==> src/rtl/fs_corner_collector_if.sv <==
// fs_corner_collector_if: bundles the score-stage input, the readout
// handshake and the per-frame status outputs of fs_corner_collector.
// master = the collector itself, slave = score stage / host side.
interface fs_corner_collector_if #(
  parameter int ADDR_W  = 17,
  parameter int SCORE_W = 8,
  parameter int DEPTH   = 16,
  parameter int CNT_W   = 16
);
  localparam int FILL_W = $clog2(DEPTH) + 1;

  // Score stage side
  logic               frameStart;
  logic               isCorner;
  logic [ADDR_W-1:0]  refAddr;
  logic [SCORE_W-1:0] scoreValue;
  logic [SCORE_W-1:0] minScore;

  // Readout side
  logic               outValid;
  logic               outReady;
  logic [ADDR_W-1:0]  outAddr;
  logic [SCORE_W-1:0] outScore;

  // Status
  logic [FILL_W-1:0]  fill;
  logic [CNT_W-1:0]   cornerCount;
  logic [CNT_W-1:0]   dropCount;
  logic [SCORE_W-1:0] maxScore;
  logic [ADDR_W-1:0]  maxAddr;

  modport master (
    input  frameStart, isCorner, refAddr, scoreValue, minScore, outReady,
    output outValid, outAddr, outScore, fill, cornerCount, dropCount,
           maxScore, maxAddr
  );

  modport slave (
    output frameStart, isCorner, refAddr, scoreValue, minScore, outReady,
    input  outValid, outAddr, outScore, fill, cornerCount, dropCount,
           maxScore, maxAddr
  );
endinterface

==> src/rtl/fs_corner_collector.sv <==
// fs_corner_collector: filters FAST-9 corners against a runtime minimum score
// and queues (address, score) pairs in a FIFO drained by a valid/ready port.
// Keeps saturating per-frame accepted/dropped counters.
// Optional feature macro FS_COLLECT_MAX_EN: tracks the highest accepted score
// of the frame and its address; when undefined those outputs are tied to 0.
module fs_corner_collector #(
  parameter int ADDR_W  = 17,
  parameter int SCORE_W = 8,
  parameter int DEPTH   = 16,
  parameter int CNT_W   = 16
) (
  input logic                clock,
  input logic                reset,
  fs_corner_collector_if.master bus
);

  localparam int PTR_W  = (DEPTH > 1) ? $clog2(DEPTH) : 1;
  localparam int FILL_W = PTR_W + 1;

  localparam logic [FILL_W-1:0] FILL_FULL = FILL_W'(DEPTH);
  localparam logic [FILL_W-1:0] FILL_ONE  = FILL_W'(1);
  localparam logic [PTR_W-1:0]  PTR_ONE   = PTR_W'(1);
  localparam logic [CNT_W-1:0]  CNT_ONE   = CNT_W'(1);

  // Saturating increment for the per-frame counters.
  function automatic logic [CNT_W-1:0] sat_inc(input logic [CNT_W-1:0] v);
    return (&v) ? v : v + CNT_ONE;
  endfunction

  // Storage (data only, never reset: occupancy decides what is live)
  logic [ADDR_W-1:0]  mem_addr_q  [DEPTH];
  logic [SCORE_W-1:0] mem_score_q [DEPTH];

  logic [PTR_W-1:0]   wr_ptr_q, wr_ptr_d;
  logic [PTR_W-1:0]   rd_ptr_q, rd_ptr_d;
  logic [FILL_W-1:0]  fill_q, fill_d;
  logic               out_valid_q, out_valid_d;
  logic [ADDR_W-1:0]  out_addr_q, out_addr_d;
  logic [SCORE_W-1:0] out_score_q, out_score_d;
  logic [CNT_W-1:0]   corner_cnt_q, corner_cnt_d;
  logic [CNT_W-1:0]   drop_cnt_q, drop_cnt_d;

  logic               cand;
  logic               full;
  logic               pop;
  logic               push;
  logic               drop;
  logic               wr_en;
  logic [PTR_W-1:0]   wr_idx;
  logic [PTR_W-1:0]   rd_next;

  // Classify this cycle: candidate, pop, push or drop.
  always_comb begin
    cand    = bus.isCorner && (bus.scoreValue >= bus.minScore);
    full    = (fill_q == FILL_FULL);
    pop     = out_valid_q && bus.outReady;
    // A full FIFO still accepts when the head leaves in the same cycle.
    push    = cand && (!full || pop);
    drop    = cand && full && !pop;
    rd_next = rd_ptr_q + PTR_ONE;
    // frameStart restarts the queue, so its candidate always lands in slot 0.
    if (bus.frameStart) begin
      wr_en  = cand;
      wr_idx = '0;
    end else begin
      wr_en  = push;
      wr_idx = wr_ptr_q;
    end
  end

  // Next-state for pointers, occupancy, head register and counters.
  always_comb begin
    wr_ptr_d     = wr_ptr_q;
    rd_ptr_d     = rd_ptr_q;
    fill_d       = fill_q;
    out_valid_d  = out_valid_q;
    out_addr_d   = out_addr_q;
    out_score_d  = out_score_q;
    corner_cnt_d = corner_cnt_q;
    drop_cnt_d   = drop_cnt_q;

    if (bus.frameStart) begin
      // Any pop requested now is discarded along with the old frame.
      rd_ptr_d = '0;
      if (cand) begin
        wr_ptr_d     = PTR_ONE;
        fill_d       = FILL_ONE;
        out_valid_d  = 1'b1;
        out_addr_d   = bus.refAddr;
        out_score_d  = bus.scoreValue;
        corner_cnt_d = CNT_ONE;
      end else begin
        wr_ptr_d     = '0;
        fill_d       = '0;
        out_valid_d  = 1'b0;
        corner_cnt_d = '0;
      end
      drop_cnt_d = '0;
    end else begin
      if (push) wr_ptr_d = wr_ptr_q + PTR_ONE;
      if (pop)  rd_ptr_d = rd_next;

      case ({push, pop})
        2'b10:   fill_d = fill_q + FILL_ONE;
        2'b01:   fill_d = fill_q - FILL_ONE;
        default: fill_d = fill_q;
      endcase
      out_valid_d = (fill_d != '0);

      // Head register only moves on a pop or on a push into an empty FIFO.
      if (pop) begin
        if (fill_q > FILL_ONE) begin
          out_addr_d  = mem_addr_q[rd_next];
          out_score_d = mem_score_q[rd_next];
        end else if (push) begin
          out_addr_d  = bus.refAddr;
          out_score_d = bus.scoreValue;
        end
      end else if (push && (fill_q == '0)) begin
        out_addr_d  = bus.refAddr;
        out_score_d = bus.scoreValue;
      end

      if (push) corner_cnt_d = sat_inc(corner_cnt_q);
      if (drop) drop_cnt_d   = sat_inc(drop_cnt_q);
    end
  end

  // Write accepted corners into the storage array.
  always_ff @(posedge clock) begin
    if (!reset && wr_en) begin
      mem_addr_q[wr_idx]  <= bus.refAddr;
      mem_score_q[wr_idx] <= bus.scoreValue;
    end
  end

  // Control, head and counter registers.
  always_ff @(posedge clock) begin
    if (reset) begin
      wr_ptr_q     <= '0;
      rd_ptr_q     <= '0;
      fill_q       <= '0;
      out_valid_q  <= 1'b0;
      out_addr_q   <= '0;
      out_score_q  <= '0;
      corner_cnt_q <= '0;
      drop_cnt_q   <= '0;
    end else begin
      wr_ptr_q     <= wr_ptr_d;
      rd_ptr_q     <= rd_ptr_d;
      fill_q       <= fill_d;
      out_valid_q  <= out_valid_d;
      out_addr_q   <= out_addr_d;
      out_score_q  <= out_score_d;
      corner_cnt_q <= corner_cnt_d;
      drop_cnt_q   <= drop_cnt_d;
    end
  end

  assign bus.outValid    = out_valid_q;
  assign bus.outAddr     = out_addr_q;
  assign bus.outScore    = out_score_q;
  assign bus.fill        = fill_q;
  assign bus.cornerCount = corner_cnt_q;
  assign bus.dropCount   = drop_cnt_q;

`ifdef FS_COLLECT_MAX_EN
  logic [SCORE_W-1:0] max_score_q, max_score_d;
  logic [ADDR_W-1:0]  max_addr_q, max_addr_d;

  // Strictly-greater update keeps the earliest corner on ties.
  always_comb begin
    max_score_d = max_score_q;
    max_addr_d  = max_addr_q;
    if (bus.frameStart) begin
      if (cand) begin
        max_score_d = bus.scoreValue;
        max_addr_d  = bus.refAddr;
      end else begin
        max_score_d = '0;
        max_addr_d  = '0;
      end
    end else if (push && (bus.scoreValue > max_score_q)) begin
      max_score_d = bus.scoreValue;
      max_addr_d  = bus.refAddr;
    end
  end

  // Max tracker registers.
  always_ff @(posedge clock) begin
    if (reset) begin
      max_score_q <= '0;
      max_addr_q  <= '0;
    end else begin
      max_score_q <= max_score_d;
      max_addr_q  <= max_addr_d;
    end
  end

  assign bus.maxScore = max_score_q;
  assign bus.maxAddr  = max_addr_q;
`else
  assign bus.maxScore = '0;
  assign bus.maxAddr  = '0;
`endif

endmodule

==> src/flat_wrapper.sv <==
// flat-port wrapper written by rule: the top's interface ports become plain ports
module fs_corner_collector_flat 
#(
  parameter int ADDR_W  = 17,
  parameter int SCORE_W = 8,
  parameter int DEPTH   = 16,
  parameter int CNT_W   = 16
)
  (clock, reset, bus_frameStart, bus_isCorner, bus_refAddr, bus_scoreValue, bus_minScore, bus_outReady, bus_outValid, bus_outAddr, bus_outScore, bus_fill, bus_cornerCount, bus_dropCount, bus_maxScore, bus_maxAddr);
  fs_corner_collector_if #(.ADDR_W(ADDR_W), .SCORE_W(SCORE_W), .DEPTH(DEPTH), .CNT_W(CNT_W)) bus_i ();
  input logic clock;
  input logic reset;
  input wire logic [$bits(bus_i.frameStart)-1:0] bus_frameStart;
  input wire logic [$bits(bus_i.isCorner)-1:0] bus_isCorner;
  input wire logic [$bits(bus_i.refAddr)-1:0] bus_refAddr;
  input wire logic [$bits(bus_i.scoreValue)-1:0] bus_scoreValue;
  input wire logic [$bits(bus_i.minScore)-1:0] bus_minScore;
  input wire logic [$bits(bus_i.outReady)-1:0] bus_outReady;
  output wire logic [$bits(bus_i.outValid)-1:0] bus_outValid;
  output wire logic [$bits(bus_i.outAddr)-1:0] bus_outAddr;
  output wire logic [$bits(bus_i.outScore)-1:0] bus_outScore;
  output wire logic [$bits(bus_i.fill)-1:0] bus_fill;
  output wire logic [$bits(bus_i.cornerCount)-1:0] bus_cornerCount;
  output wire logic [$bits(bus_i.dropCount)-1:0] bus_dropCount;
  output wire logic [$bits(bus_i.maxScore)-1:0] bus_maxScore;
  output wire logic [$bits(bus_i.maxAddr)-1:0] bus_maxAddr;
  assign bus_i.frameStart = bus_frameStart;
  assign bus_i.isCorner = bus_isCorner;
  assign bus_i.refAddr = bus_refAddr;
  assign bus_i.scoreValue = bus_scoreValue;
  assign bus_i.minScore = bus_minScore;
  assign bus_i.outReady = bus_outReady;
  assign bus_outValid = bus_i.outValid;
  assign bus_outAddr = bus_i.outAddr;
  assign bus_outScore = bus_i.outScore;
  assign bus_fill = bus_i.fill;
  assign bus_cornerCount = bus_i.cornerCount;
  assign bus_dropCount = bus_i.dropCount;
  assign bus_maxScore = bus_i.maxScore;
  assign bus_maxAddr = bus_i.maxAddr;
  fs_corner_collector #(.ADDR_W(ADDR_W), .SCORE_W(SCORE_W), .DEPTH(DEPTH), .CNT_W(CNT_W)) u_core (.clock(clock), .reset(reset), .bus(bus_i));
endmodule
==> config.mk <==
export PLATFORM = sky130hd
export DESIGN_NAME = fs_corner_collector_flat
export DESIGN_NICKNAME = d
export VERILOG_FILES = /design/src/rtl/fs_corner_collector_if.sv /design/src/rtl/fs_corner_collector.sv /design/src/flat_wrapper.sv
export SDC_FILE = /design/constraint.sdc
export NUM_CORES = 1
export LEC_CHECK = 0
export CAP_MARGIN = 10
export CORE_AREA = 5 5 176 212
export CTS_BUF_LIST = sky130_fd_sc_hd__clkbuf_8
export DETAILED_ROUTE_END_ITERATION = 6
export DIE_AREA = 0 0 181 217
export PLACE_DENSITY_LB_ADDON = 0.08
export SYNTH_ARGS = -nofsm -noshare
export SYNTH_HDL_FRONTEND = slang
export SYNTH_SLANG_ARGS = --single-unit
==> constraint.sdc <==
create_clock -name clock -period 7 [get_ports clock]
set_clock_uncertainty 0.15 [all_clocks]
set_input_delay 1.05 -clock clock [delete_from_list [all_inputs] [get_ports clock]]
set_output_delay 1.05 -clock clock [all_outputs]
set_load 0.02 [all_outputs]
# After elaboration in Yosys (flattened, before gate mapping)

Memory sizes are Yosys's and may differ from the RTL's.
Index checks and enable logic that the tools add are counted.

Output and inout bits: 88
Bits in writable memories: 400
Memories kept: 2
Bits in registers: 71
Bits of input ports: 38

Order comparisons: 2
Equal/unequal tests: 6
Mux-type cells: 29
Reduce and logical (&&, ||, !) cells: 21
Add/sub/neg operators: 6
Bitwise logic cells: 1

Memories:

| name               | depth | bits a word | read ports | clocked after memory_dff | wr ports | RTL line                  | text |
|---|---|---|---|---|---|---|---|
| u_core.mem_addr_q  | 16    | 17          | 1          | 0                        | 1        | fs_corner_collector.sv:31 | `logic [ADDR_W-1:0] mem_addr_q [DEPTH];` |
| u_core.mem_score_q | 16    | 8           | 1          | 0                        | 1        | fs_corner_collector.sv:32 | `logic [SCORE_W-1:0] mem_score_q [DEPTH];` |

Operators by type and width:

| operator                                                       | count |
|---|---|
| 2-to-1 mux 17 bit                                              | 6 |
| 2-to-1 mux 16 bit                                              | 3 |
| 2-to-1 mux 8 bit                                               | 6 |
| adder 16 x 1 -> 16 bit (second input constant)                 | 2 |
| AND reduction 16 bit                                           | 2 |
| 2-to-1 mux 4 bit                                               | 3 |
| 2-to-1 mux 5 bit                                               | 2 |
| one-hot mux 5 bit (2 select lines)                             | 1 |
| adder 4 x 1 -> 4 bit (second input constant)                   | 2 |
| >= comparator 8 bit                                            | 1 |
| 2-to-1 mux 1 bit                                               | 8 |
| logical AND 1 bit                                              | 7 |
| adder 5 x 1 -> 5 bit (second input constant)                   | 1 |
| equality test 5 bit (second input constant)                    | 1 |
| greater-than comparator 5 x 1 -> 1 bit (second input constant) | 1 |
| logical NOT 5 bit                                              | 1 |
| nonzero test 5 bit                                             | 1 |
| subtractor 5 x 1 -> 5 bit (second input constant)              | 1 |
| != test 4 bit (second input constant)                          | 1 |
| AND reduction 2 bit                                            | 2 |
| logical NOT 1 bit                                              | 3 |
| AND reduction 3 bit                                            | 1 |
| nonzero test 3 bit                                             | 1 |
| equality test 2 x 1 -> 1 bit (second input constant)           | 1 |
| other kinds (7)                                                | 7 |

# Logic depth before layout (Yosys ltp)

Gate-level depths: netlist (run 1).

Depth after elaboration: 9
Mapped depth: 11
Mapped depth without buffers: 9

# Least setup slack after synthesis (run 1)

No wires, ideal clock.

Kind: input -> register
Start point: input bus_minScore[7]
End point: memory u_core.mem_addr_q[14][0], enable pin
Stages on the path: 10
Path slack: 2.891 ns
Arrival: 3.552 ns
Cell sequence: inv_1 -> ha_1 -> and3_1 -> o2111a_1 -> a21o_1 -> buf_6 -> nand2_1 -> nor2_1 -> nand3_1 -> nor2_1

Cells in the longest elaborated chain, start to end: 7

RTL lines:

| what                                       | RTL line                   | text |
|---|---|---|
| start, declared                            | flat_wrapper.sv:17         | `input wire logic [$bits(bus_i.minScore)-1:0] bus_minScore;` |
| >= comparator 8 bit (*)                    | fs_corner_collector.sv:54  | `cand = bus.isCorner && (bus.scoreValue >= bus.minScore);` |
| logical AND 1 bit (*)                      | fs_corner_collector.sv:54  |  |
| logical AND 1 bit                          | fs_corner_collector.sv:58  | `push = cand && (!full \|\| pop);` |
| 2-to-1 mux 1 bit (*)                       | fs_corner_collector.sv:62  | `if (bus.frameStart) begin` |
| logical AND 1 bit (*)                      | fs_corner_collector.sv:131 | `if (!reset && wr_en) begin` |
| 2-to-1 mux 1 bit (*)                       | fs_corner_collector.sv:131 |  |
| 2-to-1 mux 1 bit (implied by the code) (*) | fs_corner_collector.sv:132 | `mem_addr_q[wr_idx] <= bus.refAddr;` |
| end, declared                              | fs_corner_collector.sv:31  |  |

Mark *: on every way between the ends. The rest lies on a longest branch, timed or not.

# Worst setup path in the final report (run 1)

Start point: input bus_scoreValue[7]
End point: memory u_core.mem_score_q[4][3], enable pin

Cells in the longest elaborated chain, start to end: 7

RTL lines:

| what                                       | RTL line                   | text |
|---|---|---|
| start, declared                            | flat_wrapper.sv:16         | `input wire logic [$bits(bus_i.scoreValue)-1:0] bus_scoreValue;` |
| >= comparator 8 bit (*)                    | fs_corner_collector.sv:54  |  |
| logical AND 1 bit (*)                      | fs_corner_collector.sv:54  |  |
| logical AND 1 bit                          | fs_corner_collector.sv:58  |  |
| 2-to-1 mux 1 bit (*)                       | fs_corner_collector.sv:62  |  |
| logical AND 1 bit (*)                      | fs_corner_collector.sv:131 |  |
| 2-to-1 mux 1 bit (*)                       | fs_corner_collector.sv:131 |  |
| 2-to-1 mux 1 bit (implied by the code) (*) | fs_corner_collector.sv:133 | `mem_score_q[wr_idx] <= bus.scoreValue;` |
| end, declared                              | fs_corner_collector.sv:32  |  |

Marked as above.

==> impl_results.md, run 1 <==
- Outcome: completed
- FF+latch count, synth: 471
- Finish-stage setup viols: 0
- Reg-to-Reg Start: u_core.rd_ptr_q[0]
- Crit path DAT: 4.80 ns
- Worst Path Max Fanout: 25
- Peak supply drop: 0.173 mV
- Power Internal: 4.30 mW
- CP startpoint kind: input pin
- Worst min path class: register to register
- Yosys warns: 0
- Clock power frac: 38.6%
- Core box area: 0.0348 mm²
- Mux share of post-synthesis cell area: 16.6%
- Post-CTS Hold Buffers: 0
- Most frequent cells after synthesis: 400 x edfxtp_1, 120 x mux4_2, 89 x nor2_1, 71 x dfxtp_1, 32 x buf_4
- Total negative setup slack: 0 ns
- Starting Density: 54.3%
- Diode count: 0
- WL final: 38,600 µm
- Root buf cell: clkbuf_8
- Final HPWL DP: 21,600 µm
- Synth area leaders: edfxtp_1 63%, mux4_2 14%, dfxtp_1 7.5%
- Vias per inst: 5.74
- Worst Setup End Kind: register
- Synthesized-area fraction occupied by adder cells: 0.992%
- Max frequency: 210 MHz
- Share of layout cells above drive strength 1: 20.8%
- Routed Antenna Nets: 0
- Slew Limit Fails: 0
- Worst-skew pair later-pin latency: 0.59 ns
- Met2 GRT Util: 32.9%
- Post-synth ARST share: 0%
- Clock Path Buffers: 3
- Top Usage Layer GRT: met2
- Slew margin rel.: 24.4%
- Leakage: 6.85 nW
- Final Hold Viols: 0
- First-pass GRT wire length: 59,500 µm
- Netlist Area Pre-Place: 0.0189 mm²
- Largest family of logic cells by synthesized area: multiplexers
- Die ar.: 0.0393 mm²
- Met1 Use GR: 27.2%
- Seq pwr share: 55.7%
- Post-synth top flop: edfxtp_1
- Most frequent cell after synthesis: edfxtp_1
- Final min period: 4.76 ns
- Area Overhead vs Synth: 15.0%
- RSZ-0062 raised after global routing: no
- Worst setup endpoint: u_core.mem_score_q[4][3]
- Synth Area per Inst: 18.7 µm²
- GRT Residual Overflow: 0
- # rows: 75
- Vias in the first global route: 9,975
- Flop2flop setup slack: 3.11 ns
- # IOs: 126
- Simple-Gate Fraction of Synth Area: 4.79%
- Avg WL per Cell: 23.1 µm
- Sw Share: 22.5%
- Vias: 9,589
- Initial antenna violation count: 0
- Vert. Die Dim: 217 µm
- Worst slew pin tran: 1.13 ns
- Largest net degree at the start of global routing: 56
- Pwr Density: 255 mW/mm²
- Final period utilization: 68.0%
- DR pass1 iterations: 5
- Gr usage total: 19.8%
- Post-CTS resize count: 0
- IO Port Bufs: 100
- Die width: 181 µm
- Final RePlAce weighted congestion: 0.757
- CTS tree: done
- Top-area cell type share of the netlist area: 63.5%
- Worst r2r path cells: 6
- Clock-pin slew on the worst setup and hold paths: 0.06 ns
- M3 GR Usage: 3.71%
- H-Tree Depth: 3
- Yosys cell types: 53
- WP data required: 7.04 ns
- NumNets Final: 1,203
- Clock buffer count from CTS: 75
- Psw: 1.25 mW
- Worst hold slack: 0.349 ns
- Comb pwr share: 5.7%
- Worst flop-to-flop path endpoint: u_core.bus.outAddr[1]
- TritonCTS sink count: 471
- Worst Setup SP: bus_scoreValue[7]
- Crit Path Class: input pin to register
- EDFF count, synth: 400
- Post-synthesis sequential area ratio: 71.0%
- DRC viols: 0
- Starting DRC count in detailed routing: 571
- Post-Syn Instances: 1,014
- Synth Area in XOR/XNOR: 1.67%
- Max Cap Viol: 0
- Synth Area in Compound Gates: 2.38%
- Synth area leader: edfxtp_1
- Setup bufs post-CTS: 0
==> cell type report <==
class,instances,area (µm²)
inverters,15,56.3
multi-input cells,480,5250
flip-flops and latches,471,13400
well taps,462,578
fillers,2529,13100
clock inverters,56,267
repair buffers,107,1070
clock buffers,80,1100
==> stage by stage <==
stage / total power, mW / cells / cell area (µm²) / worst slack [ns] / utilization (%)
6_report: 5.54 / 1671 / 21800 / 2.24 / 62.5
5_1_grt: 5.77 / 1671 / 21800 / 1.96 / 62.5
4_1_cts: 5.61 / 1671 / 21800 / 2.25 / 62.5
3_5_place_dp: 3.47 / 1535 / 20400 / 1.64 / 58.6
3_3_place_gp: 3.46 / 1535 / 20400 / 1.75 / 58.6
2_1_floorplan: 3.34 / 1038 / 19000 / 2.89 / -
==> power by group through the flow <==
stage	registers, mW	logic (mW)	clock network [mW]
after floorplan	3.16	0.173	0
after global placement	3.15	0.314	0
after detailed placement	3.15	0.318	0
after CTS	3.09	0.319	2.20
after global routing	3.09	0.341	2.34
final	3.09	0.314	2.14
==> kinds of logic (layout without fill, tap and decap cells) <==
logic type / after synthesis / count (layout)
buf+inv: 87 / 258
other cells: 1 / 25
compound gates: 61 / 61
fa+ha+maj: 15 / 15
simple gates: 188 / 188
flops: 471 / 471
mux: 155 / 155
xor+xnor: 36 / 36
==> how the worst min path moves through the flow <==
stage                           start                      to  slack (ns)  depth (start not counted)
3_5_place_dp    u_core.bus.outAddr[2]   u_core.bus.outAddr[2]        0.34                          2
5_1_grt        u_core.bus.outScore[6]  u_core.bus.outScore[6]        0.37                          2
4_1_cts        u_core.bus.outAddr[11]  u_core.bus.outAddr[11]        0.35                          2
3_3_place_gp   u_core.bus.outScore[0]  u_core.bus.outScore[0]        0.34                          2
2_1_floorplan      u_core.rd_ptr_q[1]      u_core.rd_ptr_q[1]        0.30                          2
6_report       u_core.bus.outScore[6]  u_core.bus.outScore[6]        0.35                          2
==> state kept, by name, summed over array words and instances (netlist names) <==
signal,cells
u_core.mem_addr_q,272
u_core.mem_score_q,128
u_core.bus.outAddr,17
u_core.bus.cornerCount,16
u_core.bus.dropCount,16
u_core.bus.outScore,8
u_core.bus.fill,5
u_core.rd_ptr_q,4
u_core.wr_ptr_q,4
u_core.bus.outValid,1
==> cell usage in the layout, fill, tap and decap left out, drive strengths merged, types with 25 or more instances in the layout <==
| cell | synthesis | routed |
|---|---|---|
| a211oi | 26 | 26 |
| clkbuf | 26 | 80 |
| clkdlybuf4s50 | 0 | 100 |
| conb | 1 | 25 |
| dfxtp | 71 | 71 |
| edfxtp | 400 | 400 |
| inv | 15 | 44 |
| mux2i | 30 | 30 |
| mux4 | 125 | 125 |
| nand2 | 29 | 29 |
| nor2 | 89 | 89 |
==> metal layers <==
layer / wire (µm) / part of all wire, %
met3: 1880 / 4.9
met2: 19500 / 51
met5: 0 / 0
met4: 599 / 1.6
met1: 16600 / 43
==> critical path, cell delays in order <==
cell	delay (ns)
clkdlybuf4s50_1	0.73
ha_1	0.47
and3_1	0.18
o2111a_1	0.29
a21o_1	0.44
nand2_1	0.17
nor2_1	0.23
nand3b_1	0.34
nor2_4	0.88
Note: power is estimated with default switching activity, not from simulation.
==> run 2: changes to the inputs <==
==> constraint.sdc (replaced) <==
create_clock -name clock -period 4.97 [get_ports clock]
set_clock_uncertainty 0.15 [all_clocks]
set_input_delay 0.7455 -clock clock [delete_from_list [all_inputs] [get_ports clock]]
set_output_delay 0.7455 -clock clock [all_outputs]
set_load 0.02 [all_outputs]
==> run 2 against run 1 <==
Effect of this change:
- first-iteration DRC count grew 28%
- critical endpoint is now u_core.mem_score_q[7][1]
- final cell count grew 1.9%
- worst setup slack got worse by 0.97 ns
- power is 45% higher
- clock power increased by 50%
- count of clock-buffer cells in the layout is 3 higher
==> impl_results.md, run 2 (synthesis gave the netlist of run 1 again) <==
- Outcome: completed
- Worst slew pin tran: 0.877 ns (-0.255 ns)
- Starting Density: 54.3% (unchanged)
- Final min period: 3.70 ns
- Starting DRC count in detailed routing: 733 (+28%)
- Max Cap Viol: 0 (unchanged)
- RSZ-0062 raised after global routing: no
- WHS Path Cells: 2 (unchanged)
- Final Hold Viols: 0 (unchanged)
- Final RePlAce weighted congestion: 0.764 (+0.99%)
- DR pass1 iterations: 5 (unchanged)
- # rows: 75 (unchanged)
- CTS tree: done
- Slew margin rel.: 41.5% (+17 points)
- Pre-CTS WS: 0.668 ns (-0.969 ns)
- Vias in the first global route: 10,100 (+1.6%)
- Vias: 9,768 (+1.9%)
- Worst Path Max Fanout: 20 (-20%)
- Clock-pin slew on the worst setup and hold paths: 0.06 ns (about the same)
- DRC viols: 0 (unchanged)
- NumNets Final: 1,235 (+2.7%)
- Core box area: 0.0348 mm² (unchanged)
- Flop2flop setup slack: 1.81 ns (-1.30 ns)
- Largest register by flop count: u_core.mem_addr_q
- Final period utilization: 74.4%
- Final HPWL DP: 24,200 µm (+12%)
- Total negative setup slack: 0 ns (unchanged)
- Routed Antenna Nets: 0 (unchanged)
- Filler instances: 2,491 (-1.5%)
- Crit Path Class: input pin to register
- Most common cell after layout, fill and taps aside: edfxtp_1
- Vert. Die Dim: 217 µm (unchanged)
- Slew Limit Fails: 0 (unchanged)
- Setup bufs post-CTS: 0 (unchanged)
- Worst min path class: register to register
- Worst r2r path cells: 5 (-1)
- Area Overhead vs Synth: 17.6%
- Die width: 181 µm (unchanged)
- Leakage: 7.12 nW (+3.9%)
- Initial antenna violation count: 0 (unchanged)
- Diode count: 0 (unchanged)
- Die ar.: 0.0393 mm² (unchanged)
- WL final: 40,300 µm (+4.6%)
- Post-CTS Hold Buffers: 0 (unchanged)
- Comb pwr share: 5.7% (about the same)
- Root buf cell: clkbuf_8
- IO Port Bufs: 100 (unchanged)
- WP data required: 5.10 ns (-1.94 ns)
- Avg WL per Cell: 23.7 µm (+2.7%)
- Worst Setup End Kind: register
- Pwr Density: 361 mW/mm² (+42%)
- Sw Share: 21.6% (-0.92 points)
- Crit path DAT: 3.83 ns (-0.97 ns)
- Multi-input logic area: 0.00525 mm² (unchanged)
- Vias per inst: 5.74 (about the same)
- Seq. cell area: 0.0134 mm² (unchanged)
- Share of layout cells above drive strength 1: 23.1% (+2.4 points)
- Final total power: 8.03 mW (+45%)
- Power Internal: 6.30 mW (+47%)
- Gr usage total: 20.6% (+0.89 points)
- Worst-skew pair later-pin latency: 0.60 ns (about the same)
- CP startpoint kind: input pin
- # IOs: 126 (unchanged)
- Psw: 1.73 mW (+39%)
- Clock Path Buffers: 3 (unchanged)
- First-pass GRT wire length: 61,600 µm (+3.5%)
- Setup ws final: 1.27 ns (-0.971 ns)
- GRT Residual Overflow: 0 (unchanged)
- Largest net degree at the start of global routing: 88 (+57%)
- Max frequency: 270 MHz
- Commonest non-fill, non-tap cells in the layout: 400 x edfxtp_1, 120 x mux4_2, 100 x clkdlybuf4s50_1
- Post-CTS resize count: 0 (unchanged)
- Max FFs per register: 272 (unchanged)
- Peak supply drop: 0.254 mV (+47%)
- Clock power frac: 40.1% (+1.5 points)
- H-Tree Depth: 3 (unchanged)
- Seq pwr share: 54.1% (-1.6 points)
- Finish-stage setup viols: 0 (unchanged)
- TritonCTS sink count: 471 (unchanged)
- Clock buffer count from CTS: 73 (-2.7%)
-- run 2: critical path, cell delays in order --
cell	delay (ns)
clkdlybuf4s50_1	0.75
ha_1	0.47
o21a_1	0.12
o2111a_1	0.28
a21o_1	0.17
nand2_1	0.09
nor2_1	0.25
nand3b_1	0.36
nor2_4	0.33
buf_12	0.24
-- run 2: final cells by class --
| class | count | area share [%] |
|---|---|---|
| tap | 462 | 2.60 |
| multi-input combinational | 480 | 23.6 |
| clock inverter | 50 | 1.48 |
| sequential | 471 | 60.4 |
| inverter | 15 | 0.253 |
| timing repair buffer | 141 | 6.56 |
| clock buffer | 83 | 5.13 |
-- run 2: per-stage QoR --
stage	instances	util [%]	instance area, µm²	hold slack [ns]
final	1702	63.9	22300	0.349
after global routing	1702	63.9	22300	0.368
after CTS	1702	63.9	22300	0.349
after detailed placement	1569	59.7	20800	0.340
after global placement	1569	59.7	20800	0.337
after floorplan	1038	-	19000	0.304
-- run 2: path summary, 6_finish.rpt --
path	to	startpoint
worst max-delay path	u_core.mem_score_q[7][1]	bus_scoreValue[3]
worst min-delay path	u_core.bus.outScore[1]	u_core.bus.outScore[1]
worst max register to register	u_core.bus.outAddr[1]	u_core.rd_ptr_q[0]
worst min register to register	u_core.bus.outScore[1]	u_core.bus.outScore[1]
-- run 2: power by group through the flow --
| stage | logic (mW) | clock network [mW] | registers, mW |
|---|---|---|---|
| after floorplan | 0.244 | 0 | 4.46 |
| after global placement | 0.461 | 0 | 4.43 |
| after detailed placement | 0.465 | 0 | 4.43 |
| after CTS | 0.467 | 3.31 | 4.35 |
| after global routing | 0.498 | 3.50 | 4.35 |
| final | 0.461 | 3.22 | 4.35 |
-- run 2: per-layer routing --
layer / vias up / track usage, % / wire length, µm
met3: 55 / 3.46 / 2360
met1: 5026 / 29.5 / 17500
met2: 322 / 33.5 / 19800
li1: 4365 / - / -
met4: 0 / 5.88 / 703
met5: - / 0 / 0
==> run 3: changes to the inputs <==
==> constraint.sdc (replaced) <==
create_clock -name clock -period 3.3 [get_ports clock]
set_clock_uncertainty 0.15 [all_clocks]
set_input_delay 0.495 -clock clock [delete_from_list [all_inputs] [get_ports clock]]
set_output_delay 0.495 -clock clock [all_outputs]
set_load 0.02 [all_outputs]
==> run 3 against run 2 <==
Effect of this change:
- die area is the same
- sequential cell count is the same
- clock power grew 34%
- first-iteration DRC count grew 10%
- register-to-register slack lost 1.5 ns
- final cell count grew 1.2%
- global-route usage grew 0.41 points
- sequential power grew 50%
- largest power group unchanged
==> impl_results.md, run 3 (synthesis gave the netlist of run 1 again) <==
- Die ar.: 0.0393 mm² (unchanged)
- IO Port Bufs: 100 (unchanged)
- Worst Setup End Kind: register
- GRT Residual Overflow: 0 (unchanged)
- Crit path DAT: 3.20 ns (-0.63 ns)
- Diode count: 0 (unchanged)
- TritonCTS sink count: 471 (unchanged)
- Final period utilization: 96.0%
- Final HPWL DP: 24,300 µm (+0.57%)
- Pwr Density: 521 mW/mm² (+44%)
- Die width: 181 µm (unchanged)
- Seq. cell area: 0.0134 mm² (unchanged)
- Outcome: completed
- Util after Layout: 63.8% (-0.075 points)
- Starting Density: 54.3% (unchanged)
- NumNets Final: 1,257 (+1.8%)
- Worst Path Max Fanout: 25 (+25%)
- Commonest non-fill, non-tap cells in the layout: 400 x edfxtp_1, 120 x mux4_2, 100 x clkdlybuf4s50_1
- Leakage: 7.06 nW (-0.77%)
- Initial antenna violation count: 0 (unchanged)
- Starting DRC count in detailed routing: 807 (+10%)
- WP data required: 3.34 ns (-1.76 ns)
- Inst Count DP: 1,582 (+0.83%)
- Max FFs per register: 272 (unchanged)
- CP startpoint kind: input pin
- Gr usage total: 21.1% (+0.41 points)
- Worst-skew pair later-pin latency: 0.59 ns (about the same)
- Share of layout cells above drive strength 1: 24.0% (+0.90 points)
- WL final: 43,300 µm (+7.4%)
- Vias in the first global route: 10,200 (+0.41%)
- Core box area: 0.0348 mm² (unchanged)
- Crit Path Class: input pin to register
- Final min period: 3.17 ns
- Clock Path Buffers: 3 (unchanged)
- Clock buffer count from CTS: 74 (+1.4%)
- Slew Limit Fails: 0 (unchanged)
- RSZ-0062 raised after global routing: no
- H-Tree Depth: 3 (unchanged)
- Worst min path class: register to register
- Most common cell after layout, fill and taps aside: edfxtp_1
- First-pass GRT wire length: 62,500 µm (+1.6%)
- Routed Antenna Nets: 0 (unchanged)
- # IOs: 126 (unchanged)
- Peak supply drop: 0.352 mV (+39%)
- DRC viols: 0 (unchanged)
- Root buf cell: clkbuf_8
- Setup ws final: 0.133 ns (-1.14 ns)
- Final Non-Filler Cells: 1,722 (+1.2%)
- Final Hold Viols: 0 (unchanged)
- Finish-stage setup viols: 0 (unchanged)
- DR pass1 iterations: 5 (unchanged)
- Filler instances: 2,484 (-0.28%)
- Vias: 10,000 (+2.6%)
- Clock-pin slew on the worst setup and hold paths: 0.06 ns (about the same)
- Post-CTS resize count: 0 (unchanged)
- Max Cap Viol: 0 (unchanged)
- Setup bufs post-CTS: 0 (unchanged)
- Largest net degree at the start of global routing: 43 (-51%)
- Vert. Die Dim: 217 µm (unchanged)
- # rows: 75 (unchanged)
- Largest register by flop count: u_core.mem_addr_q
- Pre-CTS WS: -0.593 ns (-1.26 ns)
- Vias per inst: 5.82 (+1.4%)
- Max frequency: 316 MHz
- Worst slew pin tran: 1.19 ns (+0.309 ns)
- Post-CTS Hold Buffers: 0 (unchanged)
- Multi-input logic area: 0.00533 mm² (+1.5%)
- Final RePlAce weighted congestion: 0.770 (+0.79%)
- CTS tree: done
- Area Overhead vs Synth: 17.5%
- Slew margin rel.: 20.7% (-21 points)
- Avg WL per Cell: 25.1 µm (+6.1%)
## run 3: cell count changes in the layout (fill, tap and decap cells not counted), sizes merged
cell / delta
clkinvlp: +2
bufinv: -5
clkinv: +15
clkbuf: -8
inv: -5
nor2: +8
buf: +13
## run 3: final timing paths
kind | startpoint | end | slack [ns] | depth (start not counted)
worst max register to register | u_core.bus.fill[1] | u_core.mem_addr_q[2][15] | 0.30 | 9
worst max-delay path | bus_scoreValue[4] | u_core.mem_addr_q[9][1] | 0.13 | 8
worst min register to register | u_core.bus.outAddr[3] | u_core.bus.outAddr[3] | 0.35 | 2
worst min-delay path | u_core.bus.outAddr[3] | u_core.bus.outAddr[3] | 0.35 | 2
## run 3: routing by layer
metal  share of wire (%)  routed length (µm)  track usage [%]
met1                  42               18100             29.2
met2                  50               21700             34.5
met3                 6.1                2630             4.46
met4                 1.8                 793             5.88
met5                   0                   0                0
## run 3: report_power, final
group	total [mW]	switching, mW	internal (mW)
sequential	6.54	0.0326	6.51
clock	4.30	2.18	2.12
combinational	0.732	0.417	0.315
total	11.6	2.63	8.94
## run 3: layout make-up
class / count / share of cell area, %
flip-flops and latches: 471 / 60.4
multi-input cells: 488 / 24.0
repair buffers: 154 / 7.00
clock buffers: 75 / 4.64
well taps: 462 / 2.60
clock inverters: 57 / 1.06
inverters: 15 / 0.253
## run 3: worst max-delay path, cell delays in order
cell and delay [ns]:
clkdlybuf4s50_1 0.58, ha_1 0.37, o2111a_1 0.20, a21o_1 0.16, nand2_2 0.09, nor2_4 0.12, nand3b_1 0.22, nor2_4 0.95
## run 3: through the flow
step / total power [mW] / instance area [µm²] / hold slack, ns / setup TNS, ns
6_report: 11.6 / 22200 / 0.348 / 0
5_1_grt: 12.0 / 22200 / 0.374 / 0
4_1_cts: 11.7 / 22100 / 0.354 / 0
3_5_place_dp: 7.40 / 20900 / 0.344 / -170.29
3_3_place_gp: 7.39 / 20900 / 0.335 / -155.84
2_1_floorplan: 7.08 / 19000 / 0.304 / -75.70
